## config.mk

```make
export PLATFORM = sky130hd
export DESIGN_NAME = imem_loader
export DESIGN_NICKNAME = d
export VERILOG_FILES = /design/src/rtl/imem_loader_pkg.sv /design/src/rtl/imem_word_packer.sv /design/src/rtl/imem_loader.sv
export SDC_FILE = /design/constraint.sdc
export NUM_CORES = 1
export LEC_CHECK = 0
export CORE_MARGIN = 5
export CORE_UTILIZATION = 30
export CTS_BUF_LIST = sky130_fd_sc_hd__clkbuf_8
export DETAILED_ROUTE_END_ITERATION = 8
export MAX_ROUTING_LAYER = met4
export SLEW_MARGIN = 20
export SYNTH_ARGS = -nofsm -noshare
export SYNTH_HDL_FRONTEND = slang
export SYNTH_SLANG_ARGS = --single-unit
```

## constraint.sdc

```tcl
create_clock -name clk -period 2.8 [get_ports clk]
set_clock_uncertainty 0.1 [all_clocks]
set_input_delay 0.42 -clock clk [delete_from_list [all_inputs] [get_ports clk]]
set_output_delay 0.42 -clock clk [all_outputs]
set_load 0.005 [all_outputs]
```

## src/rtl/imem_loader_pkg.sv

```systemverilog
// rtl/imem_loader_pkg.sv - shared loader state encoding and instruction memory sizing
package imem_loader_pkg;

  localparam int DATA_BITS_DEF = 32;
  localparam int IMEM_SIZE_DEF = 128;

  typedef enum logic [2:0] {
    S_IDLE   = 3'd0,
    S_LEN_HI = 3'd1,
    S_LEN_LO = 3'd2,
    S_DATA   = 3'd3,
    S_DONE   = 3'd4,
    S_ERROR  = 3'd5
  } state_t;

endpackage

```

## src/rtl/imem_word_packer.sv

```systemverilog
// rtl/imem_word_packer.sv - big-endian byte to word assembler
module imem_word_packer #(
  parameter int WORD_BITS = 32
) (
  input  logic                 clk,
  input  logic                 rst_n,
  input  logic [7:0]           byte_in,
  input  logic                 accept,
  input  logic                 clear,
  output logic [WORD_BITS-1:0] word,
  output logic                 word_valid
);

  localparam int NBYTES = WORD_BITS / 8;
  localparam int CW     = $clog2(NBYTES);

  // Only the bytes already received are stored; the current byte completes the word.
  logic [WORD_BITS-9:0] shreg;
  logic [CW-1:0]        cnt;

  assign word       = {shreg, byte_in};
  assign word_valid = accept && (cnt == CW'(NBYTES - 1));

  // Shift accepted bytes in from the bottom so the first byte lands in the top lane.
  always_ff @(posedge clk or negedge rst_n) begin
    if (!rst_n) begin
      shreg <= '0;
      cnt   <= '0;
    end else if (clear) begin
      shreg <= '0;
      cnt   <= '0;
    end else if (accept) begin
      shreg <= word[WORD_BITS-9:0];
      cnt   <= word_valid ? '0 : cnt + CW'(1);
    end
  end

endmodule

```

## src/rtl/imem_loader.sv

```systemverilog
// rtl/imem_loader.sv - byte stream to instruction memory loader with CPU hold
module imem_loader
  import imem_loader_pkg::*;
#(
  parameter int DATA_BITS = DATA_BITS_DEF,
  parameter int IMEM_SIZE = IMEM_SIZE_DEF
) (
  input  logic                 clk,
  input  logic                 rst_n,
  input  logic                 start,
  input  logic [7:0]           byte_in,
  input  logic                 byte_valid,
  output logic                 byte_ready,
  output logic                 imem_we,
  output logic [DATA_BITS-1:0] imem_addr,
  output logic [DATA_BITS-1:0] imem_wdata,
  output logic                 cpu_hold,
  output logic                 busy,
  output logic                 done,
  output logic                 error
);

  state_t               state, state_nxt;
  logic [15:0]          len;
  logic [15:0]          full_len;
  logic [DATA_BITS-1:0] word_cnt;
  logic [DATA_BITS-1:0] word;
  logic                 accept;
  logic                 pk_accept;
  logic                 pk_clear;
  logic                 word_valid;
  logic                 last_word;

  assign accept    = byte_valid && byte_ready;
  assign pk_accept = accept && (state == S_DATA);
  assign pk_clear  = accept && (state == S_LEN_LO);
  assign full_len  = {len[15:8], byte_in};
  assign last_word = (word_cnt == (DATA_BITS'(len) - DATA_BITS'(1)));

  // Status flags are pure decodes of the state, so they track it without lag.
  assign busy     = (state == S_LEN_HI) || (state == S_LEN_LO) || (state == S_DATA);
  assign done     = (state == S_DONE);
  assign error    = (state == S_ERROR);
  assign cpu_hold = (state != S_DONE);

  imem_word_packer #(.WORD_BITS(DATA_BITS)) u_packer (
    .clk        (clk),
    .rst_n      (rst_n),
    .byte_in    (byte_in),
    .accept     (pk_accept),
    .clear      (pk_clear),
    .word       (word),
    .word_valid (word_valid)
  );

  // State register.
  always_ff @(posedge clk or negedge rst_n) begin
    if (!rst_n) state <= S_IDLE;
    else        state <= state_nxt;
  end

  // Next-state and byte handshake; start is only honoured when not busy.
  always_comb begin
    state_nxt  = state;
    byte_ready = 1'b0;
    unique case (state)
      S_IDLE, S_DONE, S_ERROR: begin
        if (start) state_nxt = S_LEN_HI;
      end
      S_LEN_HI: begin
        byte_ready = 1'b1;
        if (byte_valid) state_nxt = S_LEN_LO;
      end
      S_LEN_LO: begin
        byte_ready = 1'b1;
        if (byte_valid) begin
          if (full_len == 16'd0)                 state_nxt = S_DONE;
          else if (full_len > 16'(IMEM_SIZE))   state_nxt = S_ERROR;
          else                                  state_nxt = S_DATA;
        end
      end
      S_DATA: begin
        byte_ready = 1'b1;
        if (word_valid && last_word) state_nxt = S_DONE;
      end
      default: state_nxt = S_IDLE;
    endcase
  end

  // Length capture, word counting and the registered memory write port.
  always_ff @(posedge clk or negedge rst_n) begin
    if (!rst_n) begin
      len        <= '0;
      word_cnt   <= '0;
      imem_we    <= 1'b0;
      imem_addr  <= '0;
      imem_wdata <= '0;
    end else begin
      imem_we <= 1'b0;
      if (accept && (state == S_LEN_HI)) begin
        len[15:8] <= byte_in;
      end
      if (pk_clear) begin
        len      <= full_len;
        word_cnt <= '0;
      end
      if (word_valid) begin
        imem_we    <= 1'b1;
        imem_addr  <= word_cnt;
        imem_wdata <= word;
        word_cnt   <= word_cnt + DATA_BITS'(1);
      end
    end
  end

endmodule

```

# Word-level counts from Yosys, hierarchy flattened
# Index checks and enable logic that the tools add are counted.
dict set report totals {
  register_bits 142
  word_cells 58
}
dict set report op_classes {
  addsub 3
  magnitude_cmp 1
  n_eq_ne 12
  muxes 16
  n_bitwise 1
  reduce_logical 16
}
# cell count
set op_table {}
lappend op_table {{2-to-1 mux 32 bit} 2}
lappend op_table {{2-to-1 mux 24 bit} 2}
lappend op_table {{adder 32 x 1 -> 32 bit (second input constant)} 1}
lappend op_table {{equality test 32 bit} 1}
lappend op_table {{2-to-1 mux 3 bit} 6}
lappend op_table {{subtractor 16 x 1 -> 17 bit (second input constant)} 1}
lappend op_table {{> comparator 16 x 8 -> 1 bit (second input constant)} 1}
lappend op_table {{logical NOT 16 bit} 1}
lappend op_table {{one-hot mux 3 bit (4 select lines)} 1}
lappend op_table {{equality test 3 x 2 -> 1 bit (second input constant)} 2}
lappend op_table {{equality test 3 bit (second input constant)} 2}
lappend op_table {{logical AND 1 bit} 6}
lappend op_table {{2-to-1 mux 2 bit} 3}
lappend op_table {{!= test 2 bit (second input constant)} 3}
lappend op_table {{OR reduction 3 bit} 2}
lappend op_table {{AND reduction 4 bit} 1}
lappend op_table {{nonzero test 2 bit} 2}
lappend op_table {{equality test 3 x 1 -> 1 bit (second input constant)} 1}
lappend op_table {{logical NOT 3 bit} 1}
lappend op_table {{!= test 3 bit (second input constant)} 1}
lappend op_table {{adder 2 x 1 -> 2 bit (second input constant)} 1}
lappend op_table {{equality test 2 bit (second input constant)} 1}
lappend op_table {{logical OR 1 bit} 2}
lappend op_table {{2-to-1 mux 1 bit} 2}
lappend op_table {{3 further kinds} 3}

# Longest topological paths before layout
# Gate-level depths: netlist of the first run.
dict set report logic_depth {
  word_depth 9
  mapped_depth 9
  ltp_nobuf 8
}

# Hierarchy
# From an unflattened synthesis of the first run, not the netlist that was laid out.
dict set report hier_totals {
  hier_cells 574
  area_unflattened_um2 6570.1
}
# mod n_inst cells_per_inst area_per_inst_um2 seq_area_each_um2
set by_module_without_submodules {}
lappend by_module_without_submodules {imem_loader 1 480 5416.4 2902.8}
lappend by_module_without_submodules {imem_word_packer 1 94 1153.6 650.6}

# Worst setup path before layout of the first run
# OpenSTA, ideal clock, no wires.
dict set report synth_timing {
  path_type {register to register}
  from {reg len[0]}
  to {reg state[0]}
  setup_ns 0.154
  t_arrival_ns 2.415
  setup_slack_ns 0.131
  stages_incl_launch_ff 10
  n_path_buf 1
  path_cell_list {dfrtp_1 inv_1 ha_1 or4b_1 buf_6 or4_1 a211oi_1 o22ai_1 a2111oi_4 a21oi_1}
}
dict set report synth_via {
  elab_chain_len 5
}
# element line_no
set synth_rtl {}
lappend synth_rtl {{start, declared} imem_loader.sv:24} ;# logic [15:0] len;
lappend synth_rtl {{start signal, assigned} imem_loader.sv:104} ;# len <= full_len;
lappend synth_rtl {{subtractor 16 x 1 -> 17 bit} imem_loader.sv:38} ;# assign last_word = (word_cnt == (DATA_BITS'(len) - DATA_BITS'(1)));
lappend synth_rtl {{equality test 32 bit} imem_loader.sv:38}
lappend synth_rtl {{logical AND 1 bit} imem_loader.sv:84} ;# if (word_valid && last_word) state_nxt = S_DONE;
lappend synth_rtl {{!= test 2 x 1 -> 1 bit (no line)} --}
lappend synth_rtl {{AND reduction 4 bit (no line)} --}
lappend synth_rtl {{end signal, assigned} imem_loader.sv:59} ;# else state <= state_nxt;
lappend synth_rtl {{end, declared} imem_loader.sv:23} ;# state_t state, state_nxt;
# Every way passes these cells.
# A chain may end at the register's enable or synchronous reset.

# Worst setup path in the final report of the first run
dict set report layout_timing {
  from {reg len[0]}
  to {reg state[1]}
}
# The elaborated chain is that of the path after synthesis.

==> results of run 1 <==
[registers in the layout (all words and copies together), names as in the netlist]
| register | cells |
|---|---|
| len | 16 |
| imem_we | 1 |
| state | 3 |
| imem_wdata | 32 |
| word_cnt | 32 |
| imem_addr | 32 |
| u_packer.cnt | 2 |
| u_packer.shreg | 24 |
[worst min-delay path: stages, from the launching register on]
cell and delay (ps):
dfrtp_1 350, nand2_1 50, nand2_1 50
[worst max path at each step]
stage                     startpoint       end  slack (ps)  cells after the start
final                         len[0]  state[1]          60                      9
after CTS                     len[1]  state[0]          90                      8
after floorplan               len[0]  state[0]         130                      9
after detailed placement      len[1]  state[1]         -30                      8
after global routing          len[0]  state[0]         -50                      8
after global placement        len[1]  state[1]          50                      8
[where the power goes]
group          internal, mW  switching, mW  total, mW
Combinational         0.829          0.932       1.76
Clock                 0.929          0.818       1.75
Sequential             2.40          0.368       2.76
Total                  4.15           2.12       6.27
[cell usage after synthesis (2+ instances only)]
master	number
a21o_1	2
a21oi_1	13
a31oi_1	2
and2_1	2
and3_1	7
and4_1	2
and4bb_2	2
buf_1	7
clkbuf_1	33
dfrtp_1	142
ha_1	3
inv_1	11
mux2_2	8
mux2i_1	9
nand2_1	284
nand3_1	29
nand3b_1	3
nand4_1	12
nor2_1	17
nor3_1	9
nor3b_1	4
nor4_1	12
o211ai_1	3
o21a_1	2
o21ai_0	55
o22ai_1	4
o311ai_0	2
o31ai_1	8
or2_2	2
or3_1	2
or4_1	4
or4_4	2
xnor2_1	7
xor2_1	12
[logic make-up (layout without fill, tap and decap cells)]
group / after synthesis / in the layout / synth area share
compound gates: 102 / 102 / 0.0968
xor+xnor: 19 / 19 / 0.0255
fa+ha+maj: 3 / 3 / 0.00574
buf+inv: 54 / 159 / 0.0327
flops: 142 / 142 / 0.544
mux: 17 / 17 / 0.0276
simple gates: 398 / 398 / 0.268
[what timing repair did]
action / 4_1_cts / 5_1_grt
cloned: 0 / 0
hold endpoints to repair: 50 / 0
setup endpoints to repair: 2 / 2
hold buffers: 1 / 0
resized for setup: 1 / 7
pin swaps: 0 / 6
setup buffers: 0 / 4
[layer usage]
metal,vias up,routed length [um],part of all wire,track usage
li1,2660,-,-,-
met5,-,0,0,-
met2,101,8030,0.47,0.226
met1,2571,8030,0.47,0.197
met4,0,284,0.017,0.0467
met3,18,620,0.037,0.0342
[cell type report]
type,instances,area [um^2],share of cell area
clock inverters,13,159,0.0192
well taps,280,350,0.0423
clock buffers,19,262,0.0316
flip-flops and latches,142,3550,0.429
multi-input cells,539,2810,0.339
inverters,12,45.0,0.00544
repair buffers,115,1100,0.133
[through the flow]
step | power [mW] | hold slack [ps] | instance area [um^2] | cells
floorplan | 3.74 | 24.4 | 6540 | 735
global placement | 4.43 | 317 | 7780 | 1083
detailed placement | 4.46 | 312 | 7780 | 1083
CTS | 6.24 | 368 | 8220 | 1116
global route | 6.68 | 391 | 8280 | 1120
finish | 6.27 | 370 | 8280 | 1120
==> impl_metrics.toml, run 1 <==
[global_routing]
grt_pass1_wl_um = 28600
grt_max_degree = 76
antenna_found_initial = 0
grt_pass1_vias = 5303
grt.overflow.total = 0
track_usage = 0.148

[clock_network]
cts_tree = "built"
cts-root-buf = "clkbuf_8"
h-tree-depth = 4
clk_pin_slew_worst_paths_ps = 80
cts_sinks = 142
numCtsBuffers = 17
clock_path_buffers = 2
clk_latency_ps = 450

[setup_path]
rr_endpoint = "state[1]"
cp_num_buf_inv = 2
critical_path_class = "flop to flop"
arrival_ps = 2940
critPathMaxStageDelay_ps = 510
cp_top_family = "simple AND/OR/NAND/NOR gates"
critPathLaunchType = "flop"
ff2ff_path_depth = 9
reg2reg_from = "len[0]"
reg2reg_slack_ps = 60
worst-endpoint-required_ps = 3000
slowest_stage = "or4b_4"
path_cells = "inv_2, ha_4, or4b_4, buf_6, nor3_2, o22ai_1, or4_4, a2111oi_4, a21oi_1"
crit_fanout = 4
endpoint_kind = "flop"

[logic_synthesis]
syn-num-nets = 750
synth_seq_cells = 142
yosys.cell_types.count = 53
synth_edf_count = 0
synth_area_mm2 = 0.00654
synth-main-ff-cell = "dfrtp_1"
syn-mean-instance-area_um2 = 8.89
synth_top_area_cell = "dfrtp_1"
synth_top_area_share = 0.544
synth_cells = 735
async_flop_share = 1.00
yosysSeqAreaShare = 0.544
synthTopCellsByArea = "dfrtp_1 54%, nand2_1 16%, o21ai_0 4.2%"
yosysWarningCount = 0

[floorplanning]
die_y_um = 158
ios = 82
initial_utilization = 0.302
die_area_mm2 = 0.0248
num_rows = 54
core_mm2 = 0.0216
chipWidth_um = 158

[timing]
worst_pin_slew_ps = 979
finalSetupViolations = 0
finalWorstPathRequiredPeriod_ps = 2740
report.final.slew_viol_count = 0
rsz0062_at_grt = "true"
tns_ps = 0
fmax_mhz = 364
finalCritPeriodShare = 0.980
finalHoldViolCount = 0
worst_slack_ps = 56.0
slew_headroom = 0.339

[detailed_routing]
drc = 0
wire_per_inst_um = 15.2
dr.pass1.iters = 4
finalWirelength_um = 17000
drt_iter0_markers = 346
ant_nets = 0
detail_route.vias_per_cell = 4.78
vias = 5350

[worst_hold_path]
hold_depth = 2
hold_path_class = "flop to flop"
worstHoldStart = "u_packer.shreg[23]"
hold_end = "imem_wdata[31]"

[place]
pre_cts_ws_ps = -29.5
place.gp.congestion = 0.892
dp_hpwl_um = 11600
portBuffers = 81

[power_and_ir_drop]
p_leak_nw = 3.86
power_density_mw_per_mm2 = 758
peakVddDrop_mv = 0.398

[run_status]
status = "completed"

[finish]
antenna_cells = 0
utilization = 0.383
nets = 842
areaGrowthSynthToFinish_pct = 26.6
drive_gt1_frac = 0.111
final_common_cell = "nand2_1"
num-fill-cells = 2218
final_cell_mix = "284 x nand2_1, 142 x dfrtp_1, 80 x clkdlybuf4s50_1"

[flow_run]
drv_cap = 0
No activity file was read; power rests on OpenSTA's default activity.
==> inputs of run 2 (changes only) <==
--- a/config.mk
+++ b/config.mk
@@ -5,6 +5,7 @@
 export SDC_FILE = /design/constraint.sdc
 export NUM_CORES = 1
 export LEC_CHECK = 0
+export ABC_AREA = 1
 export CORE_MARGIN = 5
 export CORE_UTILIZATION = 30
 export CTS_BUF_LIST = sky130_fd_sc_hd__clkbuf_8
==> constraint.sdc (replaced) <==
create_clock -name clk -period 2.2 [get_ports clk]
set_clock_uncertainty 0.1 [all_clocks]
set_input_delay 0.33 -clock clk [delete_from_list [all_inputs] [get_ports clk]]
set_output_delay 0.33 -clock clk [all_outputs]
set_load 0.005 [all_outputs]
==> run 2 against run 1 <==
Compared with the run above:
- flip-flop and latch count unchanged
- clock power grew 22%
- setup slack better by 38 ps
- hold slack got worse by 120 ps
- final area grew 2.1%
- largest power group unchanged
- synthesized area increased by 3.5%
- via count is 5.6% higher
- global-route usage is 0.31 points lower
- non-clock buffer count decreased by 13
- critical path depth shrank 5
- synthesized cell count is 11% higher
- sequential power is 36% higher
==> impl_metrics.toml, run 2 <==
[run_status]
status = "completed"

[floorplanning]
chipWidth_um = 160
die_area_mm2 = 0.0257
die_y_um = 160
num_rows = 55
initial_utilization = 0.302
core_mm2 = 0.0224
ios = 82

[detailed_routing]
drc = 0
ant_nets = 0
finalWirelength_um = 17700
wire_per_inst_um = 14.7
drt_iter0_markers = 372
vias = 5647
detail_route.vias_per_cell = 4.69
dr.pass1.iters = 7

[flow_run]
drv_cap = 0

[finish]
antenna_cells = 0
final_common_cell = "nand2_1"
drive_gt1_frac = 0.0924
num-fill-cells = 2291
nets = 922
final_cell_mix = "213 x nand2_1, 138 x dfrtp_1, 95 x inv_1"
instances_no_fill = 1205
areaGrowthSynthToFinish_pct = 24.8
top_regs = "imem_addr: 32 flops, imem_wdata: 32 flops, word_cnt: 32 flops"

[global_routing]
grt.overflow.total = 0
grt_pass1_wl_um = 29200
grt_max_degree = 67
track_usage = 0.145
grt_pass1_vias = 5598
antenna_found_initial = 0

[timing]
finalWorstPathRequiredPeriod_ps = 2110
fmax_mhz = 475
finalCritPeriodShare = 0.957
tns_ps = 0
slew_headroom = 0.641
rsz0062_at_grt = "false"
report.final.slew_viol_count = 0
finalHoldViolCount = 0
worst_pin_slew_ps = 535
finalSetupViolations = 0

[logic_synthesis]
synth_top_area_cell = "dfrtp_1"
synthMostInstantiatedCell = "nand2_1"
syn-mean-instance-area_um2 = 8.30
synth_area_mm2 = 0.00677
yosys.cell_types.count = 39
yosysWarningCount = 0
synth-main-ff-cell = "dfrtp_1"
synth_common_cells = "213 x nand2_1, 142 x dfrtp_1, 95 x inv_1"
synth_cells = 816
synthTopCellsByArea = "dfrtp_1 52%, nand2_1 12%, o21ai_0 6.8%"
async_flop_share = 1.00
synth_edf_count = 0
synth_top_area_share = 0.525
syn-num-nets = 831
synth_seq_cells = 142
yosysSeqAreaShare = 0.525

[place]
dp.cells = 1167
portBuffers = 81
place.gp.congestion = 0.885
dp_hpwl_um = 12800

[worst_hold_path]
hold_path_class = "input port to async pin"

[clock_network]
cts-root-buf = "clkbuf_8"
clk_latency_ps = 460
clk_pin_slew_worst_paths_ps = 80
clock_path_buffers = 2
numCtsBuffers = 17
cts_sinks = 142
cts_tree = "built"
h-tree-depth = 4

[setup_path]
critical_path_class = "flop to primary output"
critPathLaunchType = "flop"
crit_fanout = 6
arrival_ps = 1680
endpoint_kind = "primary output"
worst-endpoint-required_ps = 1770

[power_and_ir_drop]
p_leak_nw = 3.68
power_density_mw_per_mm2 = 1020
peakVddDrop_mv = 0.454
[run 2: changes by cell type after synthesis, moves of 23 or more]
cell and change:
clkbuf_1 -23, inv_1 +84, nand2_1 -71, nor2_1 +57, o21ai_0 +37, o22ai_1 +34
[run 2: worst max-delay path, cell delays in order, from the launching register on]
cell,delay (ps)
dfrtp_2,480
nor2_4,120
nand2_1,80
inv_1,50
clkdlybuf4s50_1,490
[run 2: worst paths after layout]
kind / cells past startpoint / slack (ps) / to / start
max: 4 / 90 / done / state[1]
min: 2 / 250 / imem_addr[28] / rst_n
max reg2reg: 14 / 130 / state[0] / len[0]
min reg2reg: 2 / 380 / imem_addr[11] / imem_addr[11]
max in group asynchronous: 3 / 1140 / imem_addr[17] / rst_n
min in group clk: 3 / 380 / len[6] / byte_in[6]
[run 2: power by group]
part | switching, mW | internal (mW) | total [mW] | leakage, nW
Combinational | 1.64 | 1.14 | 2.77 | 1.56
Sequential | 0.535 | 3.20 | 3.74 | 1.93
Clock | 1.09 | 1.05 | 2.14 | 0.192
[run 2: layout make-up]
cell class / count / area, um^2 / share of cell area
Multi-Input combinational cell: 546 / 2730 / 0.323
Sequential cell: 142 / 3560 / 0.421
Tap cell: 285 / 357 / 0.0422
Timing Repair Buffer: 102 / 1020 / 0.121
Inverter: 98 / 369 / 0.0437
Clock buffer: 18 / 248 / 0.0293
Clock inverter: 14 / 160 / 0.0190
[run 2: stage by stage]
| step | instance area (um^2) | power, mW | setup WS (ps) | hold slack, ps | utilization |
|---|---|---|---|---|---|
| after global placement | 7960 | 6.40 | 83.0 | 173 | 0.355 |
| after CTS | 8400 | 8.68 | 11.1 | 238 | 0.375 |
| final | 8450 | 8.65 | 93.7 | 247 | 0.376 |
| after floorplan | 6770 | 5.46 | 435 | -65.6 | - |
| after detailed placement | 7960 | 6.46 | 31.1 | 173 | 0.355 |
| after global routing | 8450 | 9.31 | 6.69 | 272 | 0.376 |
[run 2: per-layer routing]
metal  share of wire  global-route usage
met5               0                   -
met4           0.011              0.0403
met3           0.059              0.0408
met2            0.45               0.220
met1            0.48               0.191
[run 2: timing repair]
action                     CTS  global route
hold endpoints to repair    37             0
hold buffers                 1             0
buffers inserted             2             3
setup endpoints to repair    3            10
resized for setup            4             7
[run 2: logic make-up after synthesis]
| kind of cell | share of synthesized area |
|---|---|
| compound gates | 0.120 |
| xor+xnor | 0.0311 |
| fa+ha+maj | 0.00555 |
| buf+inv | 0.0749 |
| flops | 0.525 |
| mux | 0.00296 |
| simple gates | 0.241 |
==> inputs of run 3 (changes only) <==
==> constraint.sdc (replaced) <==
create_clock -name clk -period 2.2 [get_ports clk]
set_clock_uncertainty 0.1 [all_clocks]
set_input_delay 0.66 -clock clk [delete_from_list [all_inputs] [get_ports clk]]
set_output_delay 0.66 -clock clk [all_outputs]
set_load 0.005 [all_outputs]
==> run 3 against run 2 <==
Compared with the run above:
- first-iteration DRC count is 1.1% higher
- via count is 0.87% higher
- non-clock buffer count is 21 higher
- die area stayed put
- clock power is 7% lower
- sequential power is 2% lower
- critical path depth is 3 lower
- wire length is 0.74% higher
- global-route usage is 0.29 points higher
- total power is 1.1% lower
==> impl_metrics.toml, run 3 (synthesis results as in run 2) <==
[run_status]
status = "completed"

[power_and_ir_drop]
p_clk_frac = 0.233
p_leak_nw = 3.80
power.internal_mw = 5.24
power_density_mw_per_mm2 = 993
switching_share = 0.387
combinationalPowerShare = 0.337
peakVddDrop_mv = 0.495
p_sw_mw = 3.31
p_seq_frac = 0.431
design_power_total_mw = 8.55

[finish]
drive_gt1_frac = 0.117
top_regs = "imem_addr: 32 flops, imem_wdata: 32 flops, word_cnt: 32 flops"
final_common_cell = "nand2_1"
antenna_cells = 0
final_cell_mix = "212 x nand2_1, 142 x dfrtp_1, 93 x inv_1"
nets = 943
areaGrowthSynthToFinish_pct = 27.2
instances_no_fill = 1226

[floorplanning]
ios = 82
die_y_um = 160
chipWidth_um = 160
die_area_mm2 = 0.0257
initial_utilization = 0.302
num_rows = 55
core_mm2 = 0.0224

[timing]
slew_headroom = 0.697
finalSetupViolations = 0
fmax_mhz = 472
finalCritPeriodShare = 0.964
worst_slack_ps = 80.1
finalWorstPathRequiredPeriod_ps = 2120
report.final.slew_viol_count = 0
finalHoldViolCount = 0
worst_pin_slew_ps = 451
rsz0062_at_grt = "false"

[setup_path]
path_cells = "clkdlybuf4s50_1"
endpoint_kind = "primary output"
critPathMaxStageDelay_ps = 520
cp_num_buf_inv = 1
crit_fanout = 2
critical_path_class = "flop to primary output"
slowest_stage = "clkdlybuf4s50_1"
critPathLaunchType = "flop"
cp_top_family = "buffers and inverters"
worst-endpoint-required_ps = 1440
arrival_ps = 1360

[global_routing]
track_usage = 0.148
grt_pass1_vias = 5664
antenna_found_initial = 0
grt_max_degree = 53
grt_pass1_wl_um = 29900
grt.overflow.total = 0

[detailed_routing]
ant_nets = 0
wire_per_inst_um = 14.5
top_layer = "met4"
wl_met3_um = 863
wirelength_met1_um = 8510
drt_iter0_markers = 376
dr.pass1.iters = 5
finalWirelength_um = 17800
drc = 0
detail_route.vias_per_cell = 4.65
wl_met2_um = 8150
vias = 5696

[place]
portBuffers = 81
place.gp.congestion = 0.888
dp.cells = 1188
dp_hpwl_um = 13100
pre_cts_ws_ps = -163

[worst_hold_path]
hold_path_class = "input port to async pin"

[clock_network]
cts-root-buf = "clkbuf_8"
h-tree-depth = 4
numCtsBuffers = 17
cts_tree = "built"
clk_latency_ps = 450
clk_pin_slew_worst_paths_ps = 90
clock_path_buffers = 2
cts_sinks = 142
cts_hold_buf = 0

[flow_run]
drv_cap = 0
==> run 3: metal layers <==
layer,vias to the layer above,global-route usage
met3,20,0.0356
met4,0,0.0469
met1,2669,0.199
li1,2878,-
met5,-,-
met2,129,0.222
==> run 3: final cells by class <==
class / instances / area (um^2)
multi-input cells: 546 / 2740
inverters: 98 / 369
clock buffers: 18 / 248
repair buffers: 123 / 1220
clock inverters: 14 / 123
fillers: 2325 / 13800
well taps: 285 / 357
flip-flops and latches: 142 / 3550
==> run 3: final timing paths <==
check,start,end,slack [ps],cells after the start
setup reg to reg,word_cnt[1],word_cnt[22],170,10
hold reg to reg,imem_addr[11],imem_addr[11],370,2
min in group clk,imem_addr[11],imem_addr[11],370,2
max in group asynchronous,rst_n,imem_wdata[1],1390,2
hold / removal,rst_n,imem_we,10,1
setup / recovery,imem_wdata[25],imem_wdata[25],80,1
==> run 3: through the flow <==
stage               area (um^2)  hold slack, ps  utilization  TNS, ps
finish                     8610            14.5        0.384        0
global route               8610            18.3        0.384        0
CTS                        8580            2.26        0.382        0
detailed placement         8180             363        0.365    -7460
global placement           8180             354        0.365    -3800
floorplan                  6770             264            -        0
==> run 3: what timing repair did <==
item / CTS / global route
endpoints found under the setup margin: 5 / 11
setup buffers: 3 / 3
pin swaps: 1 / 1
gates resized for setup: 12 / 13
==> run 3: power by group through the flow <==
stage	registers [mW]	logic (mW)	clock network, mW
final	3.68	2.88	1.99
after CTS	3.68	2.84	2.06
after floorplan	3.59	1.87	0
after global routing	3.77	3.31	2.17
after detailed placement	3.73	2.80	0
after global placement	3.72	2.75	0
